`src/rtl/regfile_pkg.sv`:
```
`default_nettype none
// ============================================================================
// Module   : regfile_pkg
// Brief    : Shared sizing constants for the register file and scoreboard.
// Revision : 1.0
// ============================================================================
package regfile_pkg;

  localparam int          WIDTH    = 32;
  localparam int          DEPTH    = 32;
  localparam int          ADDR_W   = 5;
  localparam logic [4:0]  ZERO_REG = 5'd0;

endpackage : regfile_pkg
`default_nettype wire

```
`src/rtl/regfile_sb_if.sv`:
```
`default_nettype none
// ============================================================================
// Module   : regfile_sb_if
// Brief    : Decode/writeback bus into the register file and scoreboard.
// Revision : 1.0
// ============================================================================
interface regfile_sb_if
  import regfile_pkg::*;
#(
  parameter int IF_WIDTH  = regfile_pkg::WIDTH,
  parameter int IF_ADDR_W = regfile_pkg::ADDR_W
);

  logic [IF_ADDR_W-1:0] ra_addr;
  logic [IF_ADDR_W-1:0] rb_addr;
  logic [IF_WIDTH-1:0]  ra_data;
  logic [IF_WIDTH-1:0]  rb_data;
  logic                 ra_busy;
  logic                 rb_busy;
  logic                 wr_en;
  logic [IF_ADDR_W-1:0] wr_addr;
  logic [IF_WIDTH-1:0]  wr_data;
  logic                 iss_en;
  logic [IF_ADDR_W-1:0] iss_addr;

  modport master (
    output ra_addr, rb_addr, wr_en, wr_addr, wr_data, iss_en, iss_addr,
    input  ra_data, rb_data, ra_busy, rb_busy
  );

  modport slave (
    input  ra_addr, rb_addr, wr_en, wr_addr, wr_data, iss_en, iss_addr,
    output ra_data, rb_data, ra_busy, rb_busy
  );

endinterface : regfile_sb_if
`default_nettype wire

```
`src/rtl/regfile_entry.sv`:
```
`default_nettype none
// ============================================================================
// Module   : regfile_entry
// Brief    : One register-file word with write enable and async clear.
// Revision : 1.0
// ============================================================================
module regfile_entry
  import regfile_pkg::*;
#(
  parameter int ENTRY_W = regfile_pkg::WIDTH
) (
  input  wire logic               clk,
  input  wire logic               rst_n,
  input  wire logic               we,
  input  wire logic [ENTRY_W-1:0] d,
  output      logic [ENTRY_W-1:0] q
);

  logic [ENTRY_W-1:0] r_q;

  always_ff @(posedge clk or negedge rst_n) begin
    if (!rst_n) begin
      r_q <= '0;
    end else if (we) begin
      r_q <= d;
    end
  end

  assign q = r_q;

endmodule : regfile_entry
`default_nettype wire

```
`src/rtl/regfile_sb.sv`:
```
`default_nettype none
// ============================================================================
// Module   : regfile_sb
// Brief    : 2R/1W register file with write-first bypass and busy scoreboard.
// Revision : 1.0
// ============================================================================
module regfile_sb
  import regfile_pkg::*;
#(
  parameter int WIDTH = regfile_pkg::WIDTH,
  parameter int DEPTH = regfile_pkg::DEPTH
) (
  input  wire logic     clk,
  input  wire logic     rst_n,
  regfile_sb_if.slave   rf
);

  localparam int c_ADDR_W = $clog2(DEPTH);

  logic [WIDTH-1:0] w_entry [DEPTH];
  logic [DEPTH-1:1] w_we;
  logic             w_wr_hit;
  logic [DEPTH-1:0] r_busy;
  logic [DEPTH-1:0] w_busy_nxt;

  assign w_wr_hit   = rf.wr_en && (rf.wr_addr != ZERO_REG);
  assign w_entry[0] = '0;

  generate
    for (genvar i = 1; i < DEPTH; i++) begin : g_entry
      assign w_we[i] = w_wr_hit && (rf.wr_addr == c_ADDR_W'(i));

      regfile_entry #(
        .ENTRY_W (WIDTH)
      ) u_entry (
        .clk   (clk),
        .rst_n (rst_n),
        .we    (w_we[i]),
        .d     (rf.wr_data),
        .q     (w_entry[i])
      );
    end
  endgenerate

  // A new producer issued in the same cycle as a writeback supersedes it.
  always_comb begin
    w_busy_nxt = r_busy;
    if (w_wr_hit) begin
      w_busy_nxt[rf.wr_addr] = 1'b0;
    end
    if (rf.iss_en && (rf.iss_addr != ZERO_REG)) begin
      w_busy_nxt[rf.iss_addr] = 1'b1;
    end
    w_busy_nxt[0] = 1'b0;
  end

  always_ff @(posedge clk or negedge rst_n) begin
    if (!rst_n) begin
      r_busy <= '0;
    end else begin
      r_busy <= w_busy_nxt;
    end
  end

  assign rf.ra_data = (w_wr_hit && (rf.ra_addr == rf.wr_addr)) ? rf.wr_data
                                                               : w_entry[rf.ra_addr];
  assign rf.rb_data = (w_wr_hit && (rf.rb_addr == rf.wr_addr)) ? rf.wr_data
                                                               : w_entry[rf.rb_addr];

  // The writeback in flight resolves the hazard, matching the bypass path.
  assign rf.ra_busy = r_busy[rf.ra_addr] & ~(rf.wr_en & (rf.wr_addr == rf.ra_addr));
  assign rf.rb_busy = r_busy[rf.rb_addr] & ~(rf.wr_en & (rf.wr_addr == rf.rb_addr));

endmodule : regfile_sb
`default_nettype wire
```
`src/flat_wrapper.sv`:
```
// flat-port wrapper written by rule: the top's interface ports become plain ports
module regfile_sb_flat import regfile_pkg::*;
#(
  parameter int WIDTH = regfile_pkg::WIDTH,
  parameter int DEPTH = regfile_pkg::DEPTH
)
  (clk, rst_n, rf_ra_addr, rf_rb_addr, rf_wr_en, rf_wr_addr, rf_wr_data, rf_iss_en, rf_iss_addr, rf_ra_data, rf_rb_data, rf_ra_busy, rf_rb_busy);
  regfile_sb_if rf_i ();
  input  wire logic clk;
  input  wire logic rst_n;
  input wire logic [$bits(rf_i.ra_addr)-1:0] rf_ra_addr;
  input wire logic [$bits(rf_i.rb_addr)-1:0] rf_rb_addr;
  input wire logic [$bits(rf_i.wr_en)-1:0] rf_wr_en;
  input wire logic [$bits(rf_i.wr_addr)-1:0] rf_wr_addr;
  input wire logic [$bits(rf_i.wr_data)-1:0] rf_wr_data;
  input wire logic [$bits(rf_i.iss_en)-1:0] rf_iss_en;
  input wire logic [$bits(rf_i.iss_addr)-1:0] rf_iss_addr;
  output wire logic [$bits(rf_i.ra_data)-1:0] rf_ra_data;
  output wire logic [$bits(rf_i.rb_data)-1:0] rf_rb_data;
  output wire logic [$bits(rf_i.ra_busy)-1:0] rf_ra_busy;
  output wire logic [$bits(rf_i.rb_busy)-1:0] rf_rb_busy;
  assign rf_i.ra_addr = rf_ra_addr;
  assign rf_i.rb_addr = rf_rb_addr;
  assign rf_i.wr_en = rf_wr_en;
  assign rf_i.wr_addr = rf_wr_addr;
  assign rf_i.wr_data = rf_wr_data;
  assign rf_i.iss_en = rf_iss_en;
  assign rf_i.iss_addr = rf_iss_addr;
  assign rf_ra_data = rf_i.ra_data;
  assign rf_rb_data = rf_i.rb_data;
  assign rf_ra_busy = rf_i.ra_busy;
  assign rf_rb_busy = rf_i.rb_busy;
  regfile_sb #(.WIDTH(WIDTH), .DEPTH(DEPTH)) u_core (.clk(clk), .rst_n(rst_n), .rf(rf_i));
endmodule
```
`config.mk`:
```
export PLATFORM = sky130hd
export DESIGN_NAME = regfile_sb_flat
export DESIGN_NICKNAME = d
export VERILOG_FILES = /design/src/rtl/regfile_pkg.sv /design/src/rtl/regfile_sb_if.sv /design/src/rtl/regfile_entry.sv /design/src/rtl/regfile_sb.sv /design/src/flat_wrapper.sv
export SDC_FILE = /design/constraint.sdc
export NUM_CORES = 2
export LEC_CHECK = 0
export BUFFER_PORTS_ARGS = -buffer_cell sky130_fd_sc_hd__buf_4
export CORE_ASPECT_RATIO = 1.25
export CORE_MARGIN = 2
export CORE_UTILIZATION = 40
export CTS_BUF_LIST = sky130_fd_sc_hd__clkbuf_4 sky130_fd_sc_hd__clkbuf_8 sky130_fd_sc_hd__clkbuf_16
export DETAILED_ROUTE_END_ITERATION = 10
export PLACE_DENSITY = 0.63
export SYNTH_ARGS = -nofsm -noshare
export SYNTH_HDL_FRONTEND = slang
export SYNTH_SLANG_ARGS = --single-unit
```
`constraint.sdc`:
```
create_clock -name clk -period 6.3 [get_ports clk]
set_input_delay 0.945 -clock clk [delete_from_list [all_inputs] [get_ports clk]]
set_output_delay 0.945 -clock clk [all_outputs]
set_load 0.005 [all_outputs]
```
# Word-level counts from Yosys, hierarchy flattened
# Cells that the tools add are included.
[totals]
inputBits = 56
regBits = 1023
elab_cells = 143
[classes]
magnitude_cmp = 8
n_eq_ne = 35
mux = 18
bitwise_logic = 11
reduce_logical = 39
[ops]
columns = ["cell", "n"]
rows = [
  ["$bmux 32 s5", 2],
  ["$mux 32", 8],
  ["$eq 5x5->1 const B", 16],
  ["$eq 5x4->1 const B", 8],
  ["$logic_and 1x1->1", 37],
  ["$and 32x32->32", 1],
  ["$not 32->32", 1],
  ["$or 32x32->32", 1],
  ["$lt 5x6->1 const B", 4],
  ["$eq 5x3->1 const B", 4],
  ["$eq 5x5->1", 4],
  ["$ge 6x6->1 const B", 2],
  ["$not 5->6", 2],
  ["$bmux 1 s5", 2],
  ["$demux 1 s5", 2],
  ["$eq 5x2->1 const B", 2],
  ["$ge 5x1->1 const B", 2],
  ["$reduce_bool 5->1", 2],
  ["$eq 5x1->1 const B", 1],
  ["$and 1x1->1", 4],
  ["$mux 1", 4],
  ["$not 1->1", 2],
]

# Longest topological paths before layout
[depth]
word_depth = 9
depth_mapped = 10

# Modules after synthesis
# From an unflattened synthesis, not the netlist that was laid out.
[hier_totals]
cells_unflattened = 3808
hier_area_um2 = 60734.5
[by_module_without_submodules]
columns = ["module", "area_each_um2", "cells_each", "n_inst", "seq_area_each_um2"]
rows = [
  ["regfile_entry", 1345.0, 68, 31, 800.8],
  ["regfile_sb", 19038.3, 1700, 1, 775.7],
]

# Worst setup path before layout
# No wires, ideal clock.
[synth_path]
path_kind = "input to output"
from = "input port rf_rb_addr[2]"
to = "output port rf_rb_data[10]"
stages = 7
slack_ns = 2.655
required_time_ns = 5.355
arrival_time_ns = 2.700
path_cell_list = "buf_2 > buf_2 > buf_1 > mux4_2 > mux4_2 > nand3b_1 > o211a_1"
[synth_between]
elab_chain_cells = 5
word_cells_on_any_way = 7
cone_classes = "eq/ne (1); mux (4); bitwise (1); reduce/logical (1)"
[synth_rtl]
columns = ["element", "line_no", "source"]
rows = [
  ["start, declared", "flat_wrapper.sv:12", "input wire logic [$bits(rf_i.rb_addr)-1:0] rf_rb_addr;"],
  ["$not 5->6 (implied by the code)", "regfile_sb.sv:68", ": w_entry[rf.rb_addr];"],
  ["$bmux 32 s5", "regfile_sb.sv:68", ""],
  ["$mux 32 (implied by the code) (2 in series)", "regfile_sb.sv:68", ""],
  ["$mux 32 *", "regfile_sb.sv:67", "assign rf.rb_data = (w_wr_hit && (rf.rb_addr == rf.wr_addr)) ? rf.wr_data"],
  ["end, declared", "flat_wrapper.sv:19", "output wire logic [$bits(rf_i.rb_data)-1:0] rf_rb_data;"],
]
# Mark *: on every way between the ends. The rest lies on a longest branch, timed or not. The select of a mux whose other input is x is not followed.

# Worst setup path in the final report
[layout_path]
from = "input port rf_ra_addr[1]"
to = "output port rf_ra_data[0]"
[layout_between]
elab_chain_cells = 5
word_cells_on_any_way = 7
cone_classes = "eq/ne (1); mux (4); bitwise (1); reduce/logical (1)"
[layout_rtl]
columns = ["element", "line_no", "source"]
rows = [
  ["start, declared", "flat_wrapper.sv:11", "input wire logic [$bits(rf_i.ra_addr)-1:0] rf_ra_addr;"],
  ["$not 5->6 (implied by the code)", "regfile_sb.sv:66", ": w_entry[rf.ra_addr];"],
  ["$bmux 32 s5", "regfile_sb.sv:66", ""],
  ["$mux 32 (implied by the code) (2 in series)", "regfile_sb.sv:66", ""],
  ["$mux 32 *", "regfile_sb.sv:65", "assign rf.ra_data = (w_wr_hit && (rf.ra_addr == rf.wr_addr)) ? rf.wr_data"],
  ["end, declared", "flat_wrapper.sv:18", "output wire logic [$bits(rf_i.ra_data)-1:0] rf_ra_data;"],
]
# Marks and branches as above.

==> load_flow_metrics.sql <==
INSERT INTO impl_metrics (metric_group, metric, value, unit) VALUES
('yosys', 'synthAdderAreaFrac', '0', ''),
('yosys', 'synth_cell_types', '48', ''),
('clock_network', 'post_cts_resized', '0', ''),
('timing', 'grt_setup_unrepaired', 'false', ''),
('outcome', 'status', 'complete, no violations', ''),
('power', 'clockPowerShare', '0.346', ''),
('finish', 'multiInputGateArea', '27800', 'sq um'),
('place', 'detailed_place.area', '57800', 'sq um'),
('setup_path', 'reg2reg_to', 'u_core.g_entry[14].u_entry.q[13]$_DFFE_PN0P_', ''),
('yosys', 'async_reset_ff_frac', '1.00', ''),
('finish', 'fin_area', '61600', 'sq um'),
('power', 'netSwitchingFraction', '0.269', ''),
('clock_network', 'tritoncts', 'yes', ''),
('floorplanning', 'core', '137000', 'sq um'),
('setup_path', 'r2r_slack', '5490', 'ps'),
('place', 'dp_hpwl', '98600', 'microns'),
('clock_network', 'worst_skew_pair.late_latency', '700', 'ps'),
('yosys', 'synth.top_cells.by_count', 'sky130_fd_sc_hd__dfrtp_1 (1,023), sky130_fd_sc_hd__mux2_2 (998), sky130_fd_sc_hd__mux4_2 (463)', ''),
('job', 'timing.max_cap.violations', '0', ''),
('yosys', 'yosys.area.top_type', 'sky130_fd_sc_hd__dfrtp_1', ''),
('yosys', 'synth_top_family_by_area', 'multiplexers', ''),
('clock_network', 'cts_num_sinks', '1023', ''),
('timing', 'achievable-frequency', '196', 'MHz'),
('grt', 'grt_use_total', '0.247', ''),
('timing', 'slew_viol_final', '0', ''),
('timing', 'setup_total_negative_slack', '0', 'ps'),
('clock_network', 'cts_hold_buffers', '0', ''),
('power', 'ir_drop', '0.210', 'mV'),
('yosys', 'netlist_instances', '3745', ''),
('timing', 'setup_viol', '0', ''),
('floorplanning', 'die_width', '336', 'microns'),
('yosys', 'synth-edff-count', '0', ''),
('setup_path', 'category_of_the_most_critical_setup_path', 'input pin to output pin', ''),
('clock_network', 'max-clock-path-buffers', '3', ''),
('power', 'internal-power', '0.0143', 'W'),
('yosys', 'synth_compound_gate_area_share', '0.0520', ''),
('floorplanning', 'floorplan.rows', '152', ''),
('power', 'p_seq_frac', '0.449', ''),
('yosys', 'synth_area_leaders', 'sky130_fd_sc_hd__dfrtp_1 (46%), sky130_fd_sc_hd__mux2_2 (20%), sky130_fd_sc_hd__mux4_2 (19%)', ''),
('grt', 'antenna_found_initial', '7', ''),
('setup_path', 'critPathRequiredTime', '5350', 'ps'),
('yosys', 'synthSimpleGateAreaFrac', '0.0251', ''),
('place', 'port-buffer-count', '121', ''),
('clock_network', 'cts_root_buf', 'sky130_fd_sc_hd__clkbuf_16', ''),
('routing', 'num_vias', '35500', ''),
('timing', 'hold_viol_final', '0', ''),
('timing', 'max-slew-margin-rel', '0.198', ''),
('setup_path', 'worstSetupEndpointType', 'output pin', ''),
('setup_path', 'cp_data_arrival_time', '4150', 'ps'),
('timing', 'fin_crit_sh', '0.809', ''),
('grt', 'grt_overflow', '0', ''),
('power', 'p_leak', '26.4', 'nW'),
('yosys', 'synth-xor-area-share', '0.00159', ''),
('setup_path', 'critical_path.reg2reg.startpoint', 'u_core.g_entry[14].u_entry.q[13]$_DFFE_PN0P_', ''),
('yosys', 'post-synth-top-count-cell', 'sky130_fd_sc_hd__dfrtp_1', ''),
('yosys', 'netlist_area_pre_place', '55200', 'sq um'),
('grt', 'via_count_of_the_first_global_routing_pass', '37000', ''),
('finish', 'layout.nets', '3721', ''),
('routing', 'route.antenna.remaining_nets', '0', ''),
('routing', 'detail_route.vias_per_cell', '6.33', ''),
('grt', 'grt_pass1_wl', '256000', 'microns'),
('finish', 'sequential_cell_area', '25600', 'sq um'),
('yosys', 'share_of_synthesized_area_spent_on_multiplexers', '0.422', ''),
('floorplanning', 'die_height', '419', 'microns'),
('floorplanning', 'starting_density_of_the_core', '0.402', ''),
('timing', 'finalWorstPathRequiredPeriod', '5100', 'ps'),
('power', 'p_comb_frac', '0.206', ''),
('clock_network', 'cts.repair_timing.setup_buffer_count', '0', ''),
('setup_path', 'setup.worst_path.start', 'rf_ra_addr[1]', ''),
('clock_network', 'worst_setup_hold_path_clk_slew', '60', 'ps'),
('yosys', 'synthesis.area_per_instance', '14.7', 'sq um');
-- through the flow --
step | utilization | worst slack, ps | std cells | total power, W
after floorplan | - | 2650 | 3745 | 0.0117
after global placement | 0.421 | 1240 | 5403 | 0.0128
after detailed placement | 0.421 | 1310 | 5403 | 0.0129
after CTS | 0.449 | 1310 | 5601 | 0.0197
after global routing | 0.449 | 1190 | 5604 | 0.0205
final | 0.449 | 1200 | 5606 | 0.0196
-- sequential cells by signal, summed over array words and instances (netlist names) --
name                      cells
u_core.g_entry.u_entry.q    992
u_core.r_busy                31
-- area by class of cell --
cell class,count,share of cell area
multi-input combinational,2285,0.452
tap,1848,0.0376
clock buffer,155,0.0519
inverter,19,0.00116
clock inverter,43,0.00935
sequential,1023,0.416
antenna,5,0.000203
timing repair buffer,228,0.0325
-- power groups by stage --
stage	logic (W)	registers (W)	clock network, W
2_1_floorplan	0.00311	0.00856	0
3_3_place_gp	0.00397	0.00880	0
3_5_place_dp	0.00405	0.00888	0
4_1_cts	0.00406	0.00877	0.00689
5_1_grt	0.00434	0.00896	0.00718
6_report	0.00404	0.00880	0.00678
-- cell usage in the layout (no fill, tap or decap), types with 4 or more instances in the layout --
cell,Yosys,layout
sky130_fd_sc_hd__dfrtp_1,1023,1023
sky130_fd_sc_hd__mux2_2,998,998
sky130_fd_sc_hd__mux4_2,463,463
sky130_fd_sc_hd__buf_4,27,202
sky130_fd_sc_hd__nand2_1,147,138
sky130_fd_sc_hd__clkbuf_16,0,108
sky130_fd_sc_hd__o22ai_1,106,106
sky130_fd_sc_hd__mux2i_1,79,79
sky130_fd_sc_hd__o21ai_0,73,73
sky130_fd_sc_hd__a221oi_1,62,62
sky130_fd_sc_hd__mux2_1,43,43
sky130_fd_sc_hd__nand3_1,39,38
sky130_fd_sc_hd__o211ai_1,34,34
sky130_fd_sc_hd__nand3b_1,31,31
sky130_fd_sc_hd__o41ai_1,31,31
sky130_fd_sc_hd__a221o_1,31,31
sky130_fd_sc_hd__o211a_1,28,28
sky130_fd_sc_hd__clkbuf_4,1,25
sky130_fd_sc_hd__clkbuf_8,0,22
sky130_fd_sc_hd__mux2_4,21,21
sky130_fd_sc_hd__inv_1,19,19
sky130_fd_sc_hd__clkinv_2,0,19
sky130_fd_sc_hd__buf_12,0,19
sky130_fd_sc_hd__a22o_1,11,11
sky130_fd_sc_hd__bufinv_16,0,11
sky130_fd_sc_hd__nor2_4,0,10
sky130_fd_sc_hd__nor2_1,19,9
sky130_fd_sc_hd__nand2_2,0,8
sky130_fd_sc_hd__xor2_1,8,8
sky130_fd_sc_hd__buf_8,0,6
sky130_fd_sc_hd__diode_2,0,5
sky130_fd_sc_hd__nand4_1,5,5
sky130_fd_sc_hd__nand2b_1,9,5
sky130_fd_sc_hd__nor2b_1,8,5
sky130_fd_sc_hd__inv_6,0,5
sky130_fd_sc_hd__a31oi_1,4,4
-- layer usage --
metal  global-route usage  up-vias  share of wire
met4               0.0971        4          0.040
met1                0.331    19300           0.41
met2                0.399     1391           0.48
li1                     -    14400              -
met5                    0        -        0.00016
met3               0.0431      332          0.067
-- worst max path at each step --
stage | slack [ps] | to | cells past startpoint
2_1_floorplan | 2650 | rf_rb_data[10] | 7
3_3_place_gp | 1240 | rf_ra_data[0] | 9
3_5_place_dp | 1310 | rf_ra_data[0] | 9
4_1_cts | 1310 | rf_ra_data[0] | 9
5_1_grt | 1190 | rf_ra_data[0] | 9
6_report | 1200 | rf_ra_data[0] | 9
-- cell families after synthesis --
family	Yosys count
muxes	1604
DFF	1023
buffers and inverters	437
AOI/OAI and AO/OA	387
and+or+nand+nor	284
xor gates and xnor gates	10
-- critical path, stage by stage --
cell and delay [ps]:
sky130_fd_sc_hd__buf_8 490, sky130_fd_sc_hd__nor2b_4 610, sky130_fd_sc_hd__buf_12 260, sky130_fd_sc_hd__a221oi_1 110, sky130_fd_sc_hd__a221oi_1 280, sky130_fd_sc_hd__o22ai_1 160
sky130_fd_sc_hd__o41ai_1 760, sky130_fd_sc_hd__buf_4 280, sky130_fd_sc_hd__buf_4 120
No activity file was read; power rests on OpenSTA's default activity.
